[config.mk]
export PLATFORM = sky130hd
export DESIGN_NAME = seg7_score_display
export DESIGN_NICKNAME = d
export VERILOG_FILES = /design/src/rtl/seg7_score_display.sv
export SDC_FILE = /design/constraint.sdc
export NUM_CORES = 1
export LEC_CHECK = 0
export CORE_MARGIN = 5
export CORE_UTILIZATION = 59
export CTS_CLUSTER_SIZE = 24
export DETAILED_ROUTE_END_ITERATION = 10
export HOLD_SLACK_MARGIN = 0.03
export PLACE_DENSITY = 0.85
export SYNTH_ARGS = -nofsm -noshare
export SYNTH_HDL_FRONTEND = slang
export SYNTH_SLANG_ARGS = --single-unit
[constraint.sdc]
create_clock -name clk -period 4.32 [get_ports clk]
set_clock_uncertainty 0.1 [all_clocks]
set_input_delay 0.864 -clock clk [delete_from_list [all_inputs] [get_ports clk]]
set_output_delay 0.864 -clock clk [all_outputs]
set_load 0.01 [all_outputs]
[src/rtl/seg7_score_display.sv]
// Purpose: binary-to-BCD (shift-add-3, one bit per clock) driver for DIGITS active-low 7-seg digits.
// Latency: load at edge N -> hex/done valid after edge N+BIN_W+1; busy high while converting.
// Backpressure: none; load while busy is dropped. Optional blink masking under `SEG7_BLINK_EN.
module seg7_score_display #(
    parameter int DIGITS    = 2,
    parameter int BIN_W     = 7,
    parameter int BLINK_DIV = 25000000
) (
    input  logic                  clk,
    input  logic                  rst_n,
    input  logic [BIN_W-1:0]      value,
    input  logic                  load,
    input  logic                  blink,
    output logic [7*DIGITS-1:0]   hex,
    output logic                  busy,
    output logic                  done,
    output logic                  overflow
);

    localparam int BCD_W = 4 * DIGITS;
    localparam int SR_W  = BCD_W + BIN_W;
    localparam int CNT_W = $clog2(BIN_W + 1);
    localparam int HEX_W = 7 * DIGITS;
    localparam int unsigned MAX_VAL = 10**DIGITS - 1;

    localparam logic [6:0] SEG_BLANK = 7'b1111111;
    localparam logic [6:0] SEG_DASH  = 7'b0111111;

    typedef enum logic [1:0] {
        ST_IDLE,
        ST_SHIFT,
        ST_UPDATE
    } state_t;

    state_t             state_q, state_d;
    logic [SR_W-1:0]    sr_q;
    logic [SR_W-1:0]    sr_adj;
    logic [SR_W-1:0]    sr_shift;
    logic [CNT_W-1:0]   bit_cnt;
    logic               ovf_pend;
    logic               ovf_q;
    logic               done_q;
    logic [HEX_W-1:0]   hex_q;
    logic [HEX_W-1:0]   hex_nxt;

    function automatic logic [6:0] seg_decode(input logic [3:0] nib);
        case (nib)
            4'd0:    seg_decode = 7'b1000000;
            4'd1:    seg_decode = 7'b1111001;
            4'd2:    seg_decode = 7'b0100100;
            4'd3:    seg_decode = 7'b0110000;
            4'd4:    seg_decode = 7'b0011001;
            4'd5:    seg_decode = 7'b0010010;
            4'd6:    seg_decode = 7'b0000010;
            4'd7:    seg_decode = 7'b1111000;
            4'd8:    seg_decode = 7'b0000000;
            4'd9:    seg_decode = 7'b0010000;
            default: seg_decode = SEG_BLANK;
        endcase
    endfunction

    // State register.
    always_ff @(posedge clk or negedge rst_n) begin
        if (!rst_n) begin
            state_q <= ST_IDLE;
        end else begin
            state_q <= state_d;
        end
    end

    // Next-state and status outputs; SHIFT runs exactly BIN_W cycles.
    always_comb begin
        state_d = state_q;
        busy    = (state_q != ST_IDLE);
        case (state_q)
            ST_IDLE:   if (load) state_d = ST_SHIFT;
            ST_SHIFT:  if (bit_cnt == CNT_W'(BIN_W - 1)) state_d = ST_UPDATE;
            ST_UPDATE: state_d = ST_IDLE;
            default:   state_d = ST_IDLE;
        endcase
    end

    // Double-dabble step: correct each BCD nibble >=5 by +3, then shift {bcd, bin} left.
    always_comb begin
        sr_adj = sr_q;
        for (int k = 0; k < DIGITS; k++) begin
            if (sr_q[BIN_W + 4*k +: 4] >= 4'd5) begin
                sr_adj[BIN_W + 4*k +: 4] = sr_q[BIN_W + 4*k +: 4] + 4'd3;
            end
        end
        sr_shift = {sr_adj[SR_W-2:0], 1'b0};
    end

    // Digit patterns to commit: dashes on overflow, else leading zeros blanked above digit 0.
    always_comb begin
        logic       lead;
        logic [3:0] nib;
        lead    = 1'b1;
        nib     = 4'd0;
        hex_nxt = '1;
        for (int k = DIGITS - 1; k >= 0; k--) begin
            nib = sr_q[BIN_W + 4*k +: 4];
            if (ovf_pend) begin
                hex_nxt[7*k +: 7] = SEG_DASH;
            end else if (lead && (nib == 4'd0) && (k != 0)) begin
                hex_nxt[7*k +: 7] = SEG_BLANK;
            end else begin
                hex_nxt[7*k +: 7] = seg_decode(nib);
                lead              = 1'b0;
            end
        end
    end

    // Conversion datapath and committed output registers.
    always_ff @(posedge clk or negedge rst_n) begin
        if (!rst_n) begin
            sr_q     <= '0;
            bit_cnt  <= '0;
            ovf_pend <= 1'b0;
            ovf_q    <= 1'b0;
            done_q   <= 1'b0;
            hex_q    <= '1;
        end else begin
            done_q <= (state_q == ST_UPDATE);
            case (state_q)
                ST_IDLE: begin
                    if (load) begin
                        sr_q     <= {{BCD_W{1'b0}}, value};
                        ovf_pend <= (32'(value) > MAX_VAL);
                        bit_cnt  <= '0;
                    end
                end
                ST_SHIFT: begin
                    sr_q    <= sr_shift;
                    bit_cnt <= bit_cnt + CNT_W'(1);
                end
                ST_UPDATE: begin
                    hex_q <= hex_nxt;
                    ovf_q <= ovf_pend;
                end
                default: ;
            endcase
        end
    end

    assign done     = done_q;
    assign overflow = ovf_q;

`ifdef SEG7_BLINK_EN
    localparam int BL_W = $clog2(BLINK_DIV + 1);

    logic [BL_W-1:0] blink_cnt;
    logic            blink_phase;

    // Free-running blink timer, held cleared while blink is not requested.
    always_ff @(posedge clk or negedge rst_n) begin
        if (!rst_n) begin
            blink_cnt   <= '0;
            blink_phase <= 1'b0;
        end else if (!blink) begin
            blink_cnt   <= '0;
            blink_phase <= 1'b0;
        end else if (blink_cnt == BL_W'(BLINK_DIV - 1)) begin
            blink_cnt   <= '0;
            blink_phase <= ~blink_phase;
        end else begin
            blink_cnt <= blink_cnt + BL_W'(1);
        end
    end

    assign hex = (blink && blink_phase) ? {HEX_W{1'b1}} : hex_q;
`else
    localparam int BLINK_DIV_UNUSED = BLINK_DIV;
    logic blink_unused;
    assign blink_unused = blink;
    assign hex          = hex_q;
`endif

endmodule
* Yosys cells after proc, flatten, opt, wreduce, memory -nomap -nowiden
Memory sizes are Yosys's and may differ from the RTL's. Cells that the tools add are included. W data, S select, Z words.
Operators by class: add/sub/neg operators 3, order comparisons 3, equality and inequality tests 5, multiplexer cells 12, reductions and logical operators 7
Operators by type and width (number):
- $pmux W15 S2 | 1
- $mux W7 | 3
- $mux W15 | 1
- $ge A4 B3 Y1 const B | 2
- $gt A7 B7 Y1 const B | 1
- $mux W3 | 2
- $pmux W3 S2 | 1
- $reduce_and A2 Y1 | 3
- $add A4 B2 Y4 const B | 1
- $logic_not A4 Y1 | 1
- $mux W2 | 2
- $mux W4 | 1
- $ne A2 B2 Y1 const B | 2
- $pmux W2 S2 | 1
- $reduce_bool A2 Y1 | 2
- $add A3 B1 Y3 const B | 1
- $add A3 B2 Y3 const B | 1
- $eq A3 B3 Y1 const B | 1
- $eq A2 B1 Y1 const B | 1
- $eq A2 B2 Y1 const B | 1
- $logic_not A2 Y1 | 1
Word-level totals: flip-flop bits (word level) 37, memory bits (read-only) 224, output and inout port bits 17, memories kept 2
Memory list:
- (name not given) | words 16, bits a word 7, read ports 1, clocked after Yosys merged registers in 0, write ports 0, line 47 | case (nib)
- (name not given) | words 16, bits a word 7, read ports 1, clocked after Yosys merged registers in 0, write ports 0, line 47

* Logic depth before layout (Yosys ltp)
word-level depth 3, gate-level depth with buffers 6, mapped depth without buffers 6

* Worst setup path after synthesis
OpenSTA, ideal clock, no wires.
path type register to output, start point reg state_q[1], end point out busy, arrival 0.678 ns, required time 3.356 ns, setup slack 2.678 ns, cell stages (with the launch flop) 2, path buffers 0, path through dfrtp_1 -> or2_1
On the way: word-level cells in the longest chain between the ends 1
RTL lines:
- start: declaration | line 35 | state_t state_q, state_d;
- start signal: assignment | line 67 | state_q <= state_d;
- $reduce_bool A2 Y1 | line 74 | busy = (state_q != ST_IDLE);
- end: declaration | line 15 | output logic busy,
No other way between the ends.

* Worst setup path after layout
start point reg state_q[0], end point out busy
The elaborated chain is that of the path after synthesis.

==> results.py <==
metrics = {
    "power": {
        "switchingPower_uw": 699,
        "ir_worst_vdd_mv": 0.316,
        "sequentialPowerShare_pct": 40.8,
        "power.static_leakage_uw": 0.00102,
        "combPwrFrac_pct": 45.2,
        "powerDensity_mw_per_mm2": 737,
        "sw_ratio_pct": 39.1,
        "share_clk_of_total_power_pct": 14.1,
        "power.internal_uw": 1090,
    },
    "timing": {
        "fmaxAchievable_mhz": 342,
        "setup_tns_ns": 0,
        "post-route-worst-setup-slack_ns": 1.40,
        "slew_headroom_pct": 49.3,
        "worst-slew-pin-transition_ns": 0.761,
        "min_period_over_period_pct": 67.6,
        "fin_crit_ns": 2.92,
        "timing.hold.ws_ns": 0.371,
        "drv_slew": 0,
        "timing.final.hold_violations": 0,
        "rsz0062_at_grt": "false",
        "timing.final.setup_violations": 0,
    },
    "detailed_routing": {
        "routed-via-count": 1580,
        "route.detailed.drc": 0,
        "vias_per_cell": 5.45,
        "detailedRoute.firstPassIterationCount": 4,
        "final_antenna_net_count": 0,
        "detail_route.wl_per_cell_um": 12.7,
        "detail_route.wirelength_um": 3690,
        "initialDrtViolationCount": 48,
    },
    "worst_setup_path": {
        "worstSetupPathDepth": 2,
        "critPathTopFamily": "flip-flops",
        "crit_type": "flop to primary output",
        "cp_cell_instances": "or2_1, clkdlybuf4s50_1",
        "crit_start": "state_q[0]",
        "setup.worst_path.start_class": "flop",
        "critical_path_s_largest_stage_delay_ns": 0.85,
        "r2r_slack_ns": 2.52,
        "crit_fanout": 22,
        "timing.critical_path.buf_inv": 1,
        "crit_end": "busy",
        "critical_path_arrival_ns": 1.96,
        "worst_setup_path_end_kind": "primary output",
        "r2r-end": "hex[0]",
        "slowest_stage": "sky130_fd_sc_hd__dfrtp_1",
        "critical_path.reg2reg.startpoint": "state_q[0]",
        "worst-r2r-cell-count": 3,
        "required_ns": 3.36,
    },
    "worst_hold_path": {
        "min-delay-start": "hex[6]",
        "worst_hold_path.num_cells": 2,
        "hold_class": "flop to flop",
    },
    "yosys": {
        "postSynthNetCount": 245,
        "synthTopCellsByArea": "sky130_fd_sc_hd__dfrtp_1, sky130_fd_sc_hd__dfstp_2, sky130_fd_sc_hd__ha_1, sky130_fd_sc_hd__a21oi_1, sky130_fd_sc_hd__nor2_1",
        "netlist_area_mm2": 0.00209,
        "synth-seq-cells": 37,
        "synth_ff_type": "sky130_fd_sc_hd__dfrtp_1",
        "synth_enable_flop_cells": 0,
        "synth-warning-count": 0,
        "synth_largest_type_area_fraction_pct": 27.5,
        "post_synth_num_cell_types": 41,
        "post_syn_instances": 220,
        "synth_top_cell_by_area": "sky130_fd_sc_hd__dfrtp_1",
        "synth_seq_area_share_pct": 45.1,
        "syn_avg_cell_area_um2": 9.51,
        "synthArstFlopShare_pct": 100,
    },
    "cells_and_area": {
        "final_cell_mix": "sky130_fd_sc_hd__clkdlybuf4s50_1, sky130_fd_sc_hd__nor2_1, sky130_fd_sc_hd__nand2_1, sky130_fd_sc_hd__dfrtp_1, sky130_fd_sc_hd__a21oi_1",
        "filler_cell_count": 274,
        "flow.area_growth_from_synthesis_pct": 15.9,
        "multi_input_comb_area_mm2": 0.00103,
        "stdcell_count": 290,
        "drive_above_1_share_pct": 14.8,
        "num_antenna_cells": 0,
        "final-seq-area_um2": 943,
        "number_of_nets_in_the_final_layout": 268,
        "layout.cells.most_common": "sky130_fd_sc_hd__clkdlybuf4s50_1",
    },
    "place": {
        "port-buffer-count": 26,
        "dp_cells": 282,
        "globalplace.congestion": 0.859,
        "detailedPlace.worstSlack_ns": 1.79,
        "dp.final_hpwl_um": 2600,
    },
    "cts": {
        "cts.htree.levels": 2,
        "cts.path.max_buffers": 2,
        "cts.reportedPaths.clkPinSlew_ns": 0.11,
        "clock-sinks": 37,
        "cts_resized": 0,
        "clock_latency_reported_for_the_late_side_of_the_worst_skew_pair_ns": 0.34,
        "clock_tree.root_cell": "sky130_fd_sc_hd__clkbuf_4",
        "postCtsSetupRepairBufs": 0,
        "cts-buffers-inserted": 5,
        "ctsHoldBuffers": 0,
        "cts_tree": "built",
    },
    "global_route": {
        "grt_pass1_wl_um": 6570,
        "grt_start_max_net_pins": 38,
        "grt_antenna_before_repair": 0,
        "overflow_left_after_global_routing": 0,
        "grt_pass1_vias": 1525,
        "groute.usage.overall_pct": 16.4,
    },
    "floorplan": {
        "std_cell_rows": 21,
        "num_ports": 28,
        "core_region_area_mm2": 0.00339,
        "start_util_pct": 61.7,
        "die_h_um": 69.5,
        "fp.dieW_um": 69.5,
        "die-area_mm2": 0.00484,
    },
    "status": {
        "run_status": "complete, no violations",
    },
    "flow_run": {
        "timing.max_cap.violations": 0,
    },
}
-- tightest hold or removal path: cells and delay by family (launching register included) --
family	cells	cell delay [ns]
simple gates	2	0.09
flops	1	0.39
-- synthesized netlist by cell type, drive strengths merged (5+ instances only) --
library cell   n
inv           10
nor2          25
dfrtp         23
o21ai         23
a21oi         27
dfstp         14
nand2         25
nor3b          7
buf           11
nand2b         7
a22o           5
ha            14
-- flip-flops by register name, summed over array words and instances (netlist names) --
register,flops
bit_cnt,3
done,1
hex,14
overflow,1
ovf_pend,1
sr_q,15
state_q,2
-- final cells by class --
type / count / share of cell area (%)
repair buffers: 27 / 11.0
clock buffers: 6 / 2.12
multi-input cells: 162 / 42.4
clock inverters: 2 / 1.55
well taps: 46 / 2.37
inverters: 10 / 1.65
flip-flops and latches: 37 / 38.9
-- worst min-delay path by stage --
stage,end
floorplan,sr_q[1]
global placement,hex[6]
detailed placement,hex[6]
CTS,hex[6]
global route,hex[6]
finish,hex[6]
-- routing by layer --
| metal | wire length (um) | global-route usage [%] |
|---|---|---|
| met5 | 0 | 0 |
| met4 | 74 | 7.81 |
| met3 | 156 | 4.06 |
| met2 | 1730 | 26.3 |
| met1 | 1740 | 20.6 |
-- per-stage QoR --
| stage | instance area (um^2) | total power, uW | util, % |
|---|---|---|---|
| 2_1_floorplan | 2090 | 1300 | - |
| 3_3_place_gp | 2340 | 1510 | 68.9 |
| 3_5_place_dp | 2340 | 1550 | 68.9 |
| 4_1_cts | 2420 | 1800 | 71.5 |
| 5_1_grt | 2420 | 1940 | 71.5 |
| 6_report | 2420 | 1790 | 71.5 |
-- cells by family (layout without fill, tap and decap cells) --
| group | count (synthesis) | in the layout | synth area share (%) |
|---|---|---|---|
| xor+xnor | 4 | 4 | 1.67 |
| buf+inv | 21 | 45 | 5.80 |
| mux | 3 | 3 | 1.50 |
| compound gates | 68 | 68 | 20.5 |
| flops | 37 | 37 | 45.1 |
| simple gates | 73 | 73 | 17.0 |
| fa+ha+maj | 14 | 14 | 8.37 |
-- power groups by stage --
stage | clock, uW | sequential [uW] | combinational [uW]
after global routing | 275 | 756 | 910
after detailed placement | 0 | 736 | 809
final | 251 | 728 | 807
after floorplan | 0 | 677 | 621
after CTS | 258 | 728 | 815
after global placement | 0 | 725 | 787
Note: power is estimated with default switching activity, not from simulation.
